[src/rtl/change_evt_sched.sv]
// change_evt_sched: multi-channel change-event scheduler.
//
// Watches NCH input words. On every clock-enabled sample cycle it compares each word
// with its previously sampled value, records a change as a per-channel pending entry,
// and hands the entries one at a time to a valid/ready consumer through a round-robin
// arbiter.
//
// Ports:
//   clk, rst       clock, synchronous active-high reset
//   ce             sample enable; detection happens only when ce=1
//   i              channel words, channel k at [k*WID +: WID]
//   mask           1 = suppress new detections on that channel
//   evt_valid/     event handshake (valid/ready)
//   evt_ready
//   evt_ch         channel index of the presented event
//   evt_val        newest value of that channel when it was granted
//   evt_prev       value of that channel before its first unreported change
//   pending        per-channel change queued, not yet granted
//   ovf            sticky: a change was coalesced into an already-pending entry
//   ovf_clr        clears all ovf bits (a same-cycle set wins)
//
// Optional build macro CHG_TIMESTAMP_EN: adds parameter TSW, a free-running TSW-bit
// counter, per-channel capture of the counter on the detection that sets pending,
// and output evt_ts latched at grant.

module change_evt_sched #(
  parameter int unsigned NCH  = 4,
  parameter int unsigned WID  = 8,
  parameter int unsigned IDXW = 2
`ifdef CHG_TIMESTAMP_EN
  ,
  parameter int unsigned TSW  = 16
`endif
) (
  input  logic               clk,
  input  logic               rst,
  input  logic               ce,
  input  logic [NCH*WID-1:0] i,
  input  logic [NCH-1:0]     mask,
  output logic               evt_valid,
  input  logic               evt_ready,
  output logic [IDXW-1:0]    evt_ch,
  output logic [WID-1:0]     evt_val,
  output logic [WID-1:0]     evt_prev,
  output logic [NCH-1:0]     pending,
  output logic [NCH-1:0]     ovf,
  input  logic               ovf_clr
`ifdef CHG_TIMESTAMP_EN
  ,
  output logic [TSW-1:0]     evt_ts
`endif
);

  typedef enum logic {
    StIdle,
    StPresent
  } state_e;

  // Per-channel storage
  logic [WID-1:0] in_w   [NCH];
  logic [WID-1:0] hold_q [NCH];
  logic [WID-1:0] hold_d [NCH];
  logic [WID-1:0] snap_q [NCH];
  logic [WID-1:0] snap_d [NCH];
  logic [WID-1:0] prv_q  [NCH];
  logic [WID-1:0] prv_d  [NCH];
  logic [NCH-1:0] pending_q, pending_d;
  logic [NCH-1:0] ovf_q, ovf_d;
  logic [NCH-1:0] det;

  // Arbiter state
  state_e         state_q, state_d;
  logic [IDXW-1:0] rr_ptr_q, rr_ptr_d;
  logic [IDXW-1:0] evt_ch_q, evt_ch_d;
  logic [WID-1:0]  evt_val_q, evt_val_d;
  logic [WID-1:0]  evt_prev_q, evt_prev_d;

  logic            grant_any;
  logic [IDXW-1:0] grant_idx;
  logic            grant_fire;
  logic [NCH-1:0]  grant_oh;

`ifdef CHG_TIMESTAMP_EN
  logic [TSW-1:0] ts_cnt_q, ts_cnt_d;
  logic [TSW-1:0] ts_q [NCH];
  logic [TSW-1:0] ts_d [NCH];
  logic [TSW-1:0] evt_ts_q, evt_ts_d;
`endif

  // Unpack the flat input bus and detect changes against the last sampled value.
  always_comb begin
    for (int k = 0; k < NCH; k++) begin
      in_w[k] = i[k*WID +: WID];
      det[k]  = ce & ~mask[k] & (in_w[k] != hold_q[k]);
    end
  end

  // Round-robin search: first pending channel at or after rr_ptr, wrapping modulo NCH
  // (not modulo 2^IDXW).
  always_comb begin : grant_search
    int unsigned c;
    grant_any = 1'b0;
    grant_idx = '0;
    c         = 0;
    for (int unsigned n = 0; n < NCH; n++) begin
      c = 32'(rr_ptr_q) + n;
      if (c >= NCH) begin
        c = c - NCH;
      end
      if (!grant_any && pending_q[c]) begin
        grant_any = 1'b1;
        grant_idx = IDXW'(c);
      end
    end
  end

  assign grant_fire = (state_q == StIdle) && grant_any;

  always_comb begin
    for (int k = 0; k < NCH; k++) begin
      grant_oh[k] = grant_fire && (grant_idx == IDXW'(k));
    end
  end

  // Per-channel pending/snapshot/overflow bookkeeping.
  always_comb begin
    hold_d    = hold_q;
    snap_d    = snap_q;
    prv_d     = prv_q;
    pending_d = pending_q;
    ovf_d     = ovf_clr ? '0 : ovf_q;
`ifdef CHG_TIMESTAMP_EN
    ts_d      = ts_q;
`endif
    for (int k = 0; k < NCH; k++) begin
      if (ce) begin
        hold_d[k] = in_w[k];
      end
      if (det[k]) begin
        snap_d[k] = in_w[k];
        // An entry being granted this cycle is already gone from the consumer's point of
        // view, so a change now starts a fresh entry rather than coalescing.
        if (!pending_q[k] || grant_oh[k]) begin
          pending_d[k] = 1'b1;
          prv_d[k]     = hold_q[k];
`ifdef CHG_TIMESTAMP_EN
          ts_d[k]      = ts_cnt_q;
`endif
        end else begin
          ovf_d[k] = 1'b1;
        end
      end else if (grant_oh[k]) begin
        pending_d[k] = 1'b0;
      end
    end
  end

  // Arbiter FSM: IDLE grants and latches the event, PRESENT holds it until accepted.
  always_comb begin
    state_d    = state_q;
    rr_ptr_d   = rr_ptr_q;
    evt_ch_d   = evt_ch_q;
    evt_val_d  = evt_val_q;
    evt_prev_d = evt_prev_q;
`ifdef CHG_TIMESTAMP_EN
    evt_ts_d   = evt_ts_q;
`endif
    unique case (state_q)
      StIdle: begin
        if (grant_any) begin
          state_d    = StPresent;
          evt_ch_d   = grant_idx;
          evt_val_d  = snap_q[grant_idx];
          evt_prev_d = prv_q[grant_idx];
`ifdef CHG_TIMESTAMP_EN
          evt_ts_d   = ts_q[grant_idx];
`endif
        end
      end
      StPresent: begin
        if (evt_ready) begin
          state_d  = StIdle;
          rr_ptr_d = (evt_ch_q == IDXW'(NCH - 1)) ? '0 : evt_ch_q + IDXW'(1);
        end
      end
      default: state_d = StIdle;
    endcase
  end

`ifdef CHG_TIMESTAMP_EN
  assign ts_cnt_d = ts_cnt_q + TSW'(1);
`endif

  always_ff @(posedge clk) begin
    if (rst) begin
      // Current inputs become the baseline so they are never reported as changes.
      hold_q     <= in_w;
      snap_q     <= '{default: '0};
      prv_q      <= '{default: '0};
      pending_q  <= '0;
      ovf_q      <= '0;
      state_q    <= StIdle;
      rr_ptr_q   <= '0;
      evt_ch_q   <= '0;
      evt_val_q  <= '0;
      evt_prev_q <= '0;
`ifdef CHG_TIMESTAMP_EN
      ts_cnt_q   <= '0;
      ts_q       <= '{default: '0};
      evt_ts_q   <= '0;
`endif
    end else begin
      hold_q     <= hold_d;
      snap_q     <= snap_d;
      prv_q      <= prv_d;
      pending_q  <= pending_d;
      ovf_q      <= ovf_d;
      state_q    <= state_d;
      rr_ptr_q   <= rr_ptr_d;
      evt_ch_q   <= evt_ch_d;
      evt_val_q  <= evt_val_d;
      evt_prev_q <= evt_prev_d;
`ifdef CHG_TIMESTAMP_EN
      ts_cnt_q   <= ts_cnt_d;
      ts_q       <= ts_d;
      evt_ts_q   <= evt_ts_d;
`endif
    end
  end

  assign evt_valid = (state_q == StPresent);
  assign evt_ch    = evt_ch_q;
  assign evt_val   = evt_val_q;
  assign evt_prev  = evt_prev_q;
  assign pending   = pending_q;
  assign ovf       = ovf_q;
`ifdef CHG_TIMESTAMP_EN
  assign evt_ts    = evt_ts_q;
`endif

endmodule

[config.mk]
export PLATFORM = sky130hd
export DESIGN_NAME = change_evt_sched
export DESIGN_NICKNAME = d
export VERILOG_FILES = /design/src/rtl/change_evt_sched.sv
export SDC_FILE = /design/constraint.sdc
export NUM_CORES = 1
export LEC_CHECK = 0
export BUFFER_PORTS_ARGS = -buffer_cell sky130_fd_sc_hd__buf_2
export CAP_MARGIN = 20
export CORE_MARGIN = 3
export CORE_UTILIZATION = 51
export DETAILED_ROUTE_END_ITERATION = 10
export GPL_TIMING_DRIVEN = 0
export PLACE_DENSITY_LB_ADDON = 0.15
export SLEW_MARGIN = 20
export SYNTH_ARGS = -nofsm -noshare
export SYNTH_HDL_FRONTEND = slang
export SYNTH_SLANG_ARGS = --single-unit
[constraint.sdc]
create_clock -name clk -period 1.7 [get_ports clk]
set_input_delay 0.085 -clock clk [delete_from_list [all_inputs] [get_ports clk]]
set_output_delay 0.085 -clock clk [all_outputs]
set_load 0.02 [all_outputs]
==> impl_metrics.py, run 1 <==
metrics = {
    "outcome": {
        "status": "finished, violations left",
        "violations": "setup timing",
    },
    "worst_setup_path": {
        "cp-start-kind": "flop",
        "path_cells": "nor2b_4 > a221o_1 > nand2_4 > buf_12 > buf_6 > mux2i_1 > nand2_1 > a32o_1",
        "cp_max_fo": 6,
        "rrSetupSlack_ns": -0.30,
        "slowest_stage": "a221o_1",
        "required_ns": 2.11,
        "timing.rr.start": "pending[2]",
        "crit_buf_inv": 2,
        "worst-setup-path-type": "reg -> reg",
        "arrival_ns": 2.41,
        "worstSetupEndpointType": "flop",
        "critical-path-max-stage-delay_ns": 0.40,
        "crit_family": "compound AO/OA/AOI/OAI gates",
        "r2r_cells": 8,
        "rr_endpoint": "evt_val[7]",
    },
    "synthesis": {
        "synth_area_per_cell_um2": 11.0,
        "synth_cells": 491,
        "synthFlopType": "dfxtp_1",
        "synthesis.nets": 533,
        "ys.warnings.count": 0,
        "synth_cell_types": 37,
        "synth-edff-count": 32,
        "async_flop_share": 0,
        "synth_area_um2": 5420,
        "yosysSeqAreaShare": 0.521,
        "synth-seq-cells": 125,
    },
    "grt": {
        "grt_max_degree": 33,
        "grt_usage": 0.255,
        "grt_pass1_wl_um": 22700,
        "overflow": 0,
        "antenna_found_initial": 0,
        "grt_pass1_vias": 4229,
    },
    "drt": {
        "vias": 4274,
        "route.detailed.drc": 0,
        "ant_nets": 0,
        "wl_um": 14900,
        "drtIter0Drc": 281,
        "wl_per_cell_um": 19.2,
        "vias_per_cell": 5.52,
        "dr.pass1.iters": 5,
    },
    "layout": {
        "diodes": 0,
        "fin_util": 0.734,
        "syn_to_final_growth_pct": 36.0,
        "final_nets": 670,
        "final_common_cell": "dfxtp_1",
        "layout_common_cells": "88 x dfxtp_1, 79 x mux2i_1, 68 x buf_2",
        "drive_gt1_frac": 0.298,
        "fin_area_um2": 7370,
    },
    "floorplanning": {
        "coreArea_um2": 10000,
        "io_pins": 68,
        "num_rows": 36,
        "die-area_um2": 11900,
        "start_util": 0.539,
        "die_w_um": 109,
        "die_h_um": 109,
    },
    "clock_tree": {
        "cts_tree": "yes",
        "worstSkewPairLatency_ns": 0.52,
        "path_clk_slew_ns": 0.06,
        "cts_buffers": 17,
        "cts_sinks": 125,
        "clk_path_buf_depth": 2,
        "cts-root-buf": "clkbuf_8",
        "h-tree-depth": 4,
    },
    "placed_design": {
        "io_buffers": 67,
        "hpwlAfterDp_um": 9800,
        "place_ws_ns": -0.454,
        "dpl_cell_area_um2": 5960,
        "gp_congestion": 0.916,
    },
    "sta": {
        "final_hold_viol_count": 0,
        "fmaxAchievable_ghz": 0.500,
        "fin_hold_ws_ns": 0.114,
        "setup_viol": 54,
        "slew-limit-headroom": 0.566,
        "rsz0062_at_grt": "true",
        "worst_pin_slew_ns": 0.650,
        "maxSlewViolCount": 0,
        "period_share": 1.18,
        "period_needed_ns": 2.00,
        "clock_skew_ns": 0.0108,
        "fin_ws_ns": -0.299,
    },
    "job": {
        "drv_cap": 0,
    },
    "worst_hold_path": {
        "min_to": "pending[2]",
        "hold_start": "mask[2]",
        "hold_depth": 6,
        "hold_path.class": "in -> reg",
    },
    "pwr": {
        "power_density_nw_per_um2": 1130,
        "power_uw": 8350,
        "power.leakage_uw": 0.00306,
        "peakVddDrop_mv": 0.640,
    },
}
==> synth_stat cells (all sizes together) (3+ instances only) <==
master / number / share of area
a21oi: 12 / 0.011
a32o: 9 / 0.017
nor2b: 11 / 0.014
or2: 3 / 0.0035
nor4: 9 / 0.010
dfxtp: 93 / 0.34
o31a: 3 / 0.0049
o31ai: 7 / 0.0097
nand2: 24 / 0.017
clkbuf: 14 / 0.0099
mux2i: 90 / 0.17
a22oi: 8 / 0.011
mux2: 7 / 0.015
xor2: 32 / 0.052
nand2b: 53 / 0.061
edfxtp: 32 / 0.18
buf: 14 / 0.020
nor2: 56 / 0.039
==> metrics by stage <==
| step | instances | TNS, ns |
|---|---|---|
| finish | 774 | -10.33 |
| global route | 774 | -12.73 |
| detailed placement | 691 | -26.78 |
| global placement | 691 | -23.59 |
| floorplan | 491 | -2.45 |
| CTS | 768 | -8.38 |
==> layout make-up <==
cell class	count	area, um^2
Clock buffer	23	499
Fill cell	678	2680
Inverter	2	7.51
Buffer	27	208
Sequential cell	125	2840
Tap cell	133	166
Clock inverter	9	81.3
Multi-Input combinational cell	336	2710
Timing Repair Buffer	119	863
==> sequential cells by signal, summed over array words and instances, names as in the netlist <==
signal     cells
hold_q        32
prv_q         32
snap_q        32
evt_prev       8
evt_val        8
ovf            4
pending        4
evt_ch         2
rr_ptr_q       2
evt_valid      1
==> tightest hold or removal path: stages <==
cell	delay (ns)
buf_2	0.07
nand2b_1	0.08
a21oi_1	0.05
buf_6	0.15
nor2_1	0.11
nor2_1	0.04
==> power breakdown <==
group | switching (uW) | internal [uW]
sequential | 176 | 3270
combinational | 716 | 666
clock | 1330 | 2190
total | 2220 | 6120
==> worst max path at each step <==
stage	from	endpoint	cells past startpoint	slack [ns]
floorplan	pending[1]	prv_q[16]	8	-0.1
global route	pending[2]	evt_val[7]	8	-0.34
global placement	rst	hold_q[25]	4	-0.45
detailed placement	rst	hold_q[24]	4	-0.45
CTS	pending[2]	prv_q[22]	7	-0.27
finish	pending[2]	evt_val[7]	8	-0.30
==> metal layers <==
metal / routed length (um) / up-vias / GRT usage
met5: 0 / - / 0
met4: 471 / 0 / 0.105
met3: 941 / 35 / 0.0491
met2: 7050 / 167 / 0.406
met1: 6410 / 2077 / 0.342
li1: - / 1995 / -
==> logic make-up (layout without fill, tap and decap cells) <==
| group | Yosys count | count (layout) | synth area share |
|---|---|---|---|
| simple gates | 161 | 161 | 0.151 |
| flops | 125 | 125 | 0.521 |
| mux | 97 | 97 | 0.181 |
| compound gates | 45 | 45 | 0.0621 |
| xor+xnor | 32 | 32 | 0.0517 |
| buf+inv | 30 | 180 | 0.0309 |
| fa+ha+maj | 1 | 1 | 0.00231 |
==> timing repair <==
action | CTS | global route
hold buffers | 34 | 0
resized for setup | 41 | 45
buffers inserted | 10 | 9
pin swaps | 13 | 23
endpoints found under the setup margin | 60 | 120
gates cloned | 1 | 0
hold endpoints to repair | 70 | 0
Power figures use the tool's default switching activity.
==> run 2: changes to the inputs <==
- BUFFER_PORTS_ARGS: -buffer_cell sky130_fd_sc_hd__buf_2 -> -buffer_cell sky130_fd_sc_hd__buf_4
- CAP_MARGIN: 20 -> default
==> impl_metrics.py, run 2 (synthesis gave the netlist of run 1 again) <==
metrics = {
    "outcome": {
        "status": "finished, violations left",
        "violations": "setup timing",
    },
    "clock_tree": {
        "path_clk_slew_ns": 0.06,
        "worstSkewPairLatency_ns": 0.51,
        "cts_tree": "yes",
        "cts_sinks": 125,
        "h-tree-depth": 4,
        "cts_buffers": 17,
        "cts-root-buf": "clkbuf_8",
        "clk_path_buf_depth": 2,
    },
    "floorplanning": {
        "die-area_um2": 11900,
        "die_w_um": 109,
        "coreArea_um2": 10000,
        "io_pins": 68,
        "start_util": 0.539,
        "die_h_um": 109,
        "num_rows": 36,
    },
    "layout": {
        "drive_gt1_frac": 0.300,
        "final_nets": 673,
        "syn_to_final_growth_pct": 39.2,
        "layout_common_cells": "87 x dfxtp_1, 83 x buf_4, 80 x mux2i_1",
        "diodes": 0,
        "largest_registers": "hold_q: 32 flops, prv_q: 32 flops, snap_q: 32 flops",
        "final_common_cell": "dfxtp_1",
        "instances_no_fill": 777,
    },
    "pwr": {
        "peakVddDrop_mv": 0.862,
        "power_frac_clock": 0.401,
        "power.leakage_uw": 0.00311,
        "power_density_nw_per_um2": 1090,
        "switching_share": 0.264,
        "power.internal_uw": 6030,
        "power_frac_comb": 0.177,
        "p_switching_uw": 2170,
        "seqPwrFrac": 0.422,
    },
    "drt": {
        "wl_um": 14900,
        "ant_nets": 0,
        "route.detailed.drc": 0,
        "drtIter0Drc": 272,
        "dr.pass1.iters": 4,
        "vias_per_cell": 5.44,
        "vias": 4227,
        "wl_per_cell_um": 19.1,
    },
    "worst_setup_path": {
        "cp-start-kind": "flop",
        "required_ns": 2.13,
        "worst-setup-path-type": "reg -> reg",
        "arrival_ns": 2.43,
        "cp_max_fo": 8,
        "r2r_cells": 7,
        "worstSetupEndpointType": "flop",
    },
    "worst_hold_path": {
        "hold_depth": 6,
        "hold_path.class": "in -> reg",
    },
    "job": {
        "drv_cap": 0,
    },
    "sta": {
        "period_share": 1.18,
        "slew-limit-headroom": 0.514,
        "rsz0062_at_grt": "true",
        "period_needed_ns": 2.00,
        "fmaxAchievable_ghz": 0.501,
        "clock_skew_ns": 0.00856,
        "worst_pin_slew_ns": 0.726,
        "tns_ns": -10.49,
        "setup_viol": 54,
        "final_hold_viol_count": 0,
        "fin_ws_ns": -0.298,
        "maxSlewViolCount": 0,
    },
    "placed_design": {
        "gp_congestion": 0.928,
        "io_buffers": 67,
        "place_ws_ns": -0.491,
        "placed_cells": 691,
        "hpwlAfterDp_um": 9740,
    },
    "grt": {
        "grt_pass1_wl_um": 22200,
        "grt_max_degree": 33,
        "grt_usage": 0.254,
        "grt_util_met2": 0.413,
        "overflow": 0,
        "antenna_found_initial": 0,
        "grt_pass1_vias": 4154,
        "grt_most_used_layer": "met2",
        "grt.met3_usage": 0.0450,
        "grtUsageMet1": 0.338,
    },
}
==> run 2: per-stage QoR <==
stage | total power, uW | cell area, um^2 | utilization | hold slack [ns]
6_report | 8200 | 7540 | 0.751 | 0.129
5_1_grt | 8490 | 7540 | 0.751 | 0.160
4_1_cts | 8070 | 7310 | 0.728 | 0.182
3_5_place_dp | 4580 | 6130 | 0.610 | 0.291
3_3_place_gp | 4550 | 6130 | 0.610 | 0.288
2_1_floorplan | 4170 | 5460 | - | 0.184
==> run 2: worst max-delay path, cell delays in order, from the launching register on <==
cell and delay [ns]:
dfxtp_4 0.38, mux2i_2 0.24, o22ai_2 0.12, or2_4 0.30, o31a_1 0.35, nor2b_2 0.14, buf_6 0.16, mux2i_1 0.22
==> run 2: path summary, 6_finish.rpt <==
path	startpoint	to	slack, ns
setup / recovery	rr_ptr_q[1]	prv_q[19]	-0.30
setup reg to reg	rr_ptr_q[1]	prv_q[19]	-0.30
hold / removal	mask[2]	pending[2]	0.13
hold reg to reg	prv_q[5]	prv_q[5]	0.48
==> run 2: routing by layer <==
metal / wire (um) / vias to the layer above
met1: 6800 / 2098
li1: - / 1996
met4: 284 / 0
met5: 0 / -
met2: 7150 / 113
met3: 621 / 20
==> run 2: cell type report <==
| class | count | area (um^2) |
|---|---|---|
| Clock buffer | 26 | 510 |
| Multi-Input combinational cell | 336 | 2730 |
| Buffer | 27 | 210 |
| Timing Repair Buffer | 122 | 1050 |
| Sequential cell | 125 | 2840 |
| Inverter | 2 | 7.51 |
| Clock inverter | 6 | 32.5 |
| Tap cell | 133 | 166 |
| Fill cell | 672 | 2500 |
==> run 2: power groups by stage <==
stage                     logic (uW)  registers, uW  clock network, uW
after CTS                       1320           3450               3300
after detailed placement        1080           3500                  0
after global routing            1550           3480               3460
after global placement          1060           3490                  0
after floorplan                  667           3500                  0
final                           1450           3460               3290
==> run 2: repair_timing <==
item                                    in CTS  in global routing
endpoints found under the setup margin      71                 83
gates resized for setup                     44                 50
pin swaps                                   12                 26
hold buffers                                34                  0
gates cloned                                 1                  1
endpoints found under the hold margin       70                  0
setup buffers                               11                 10
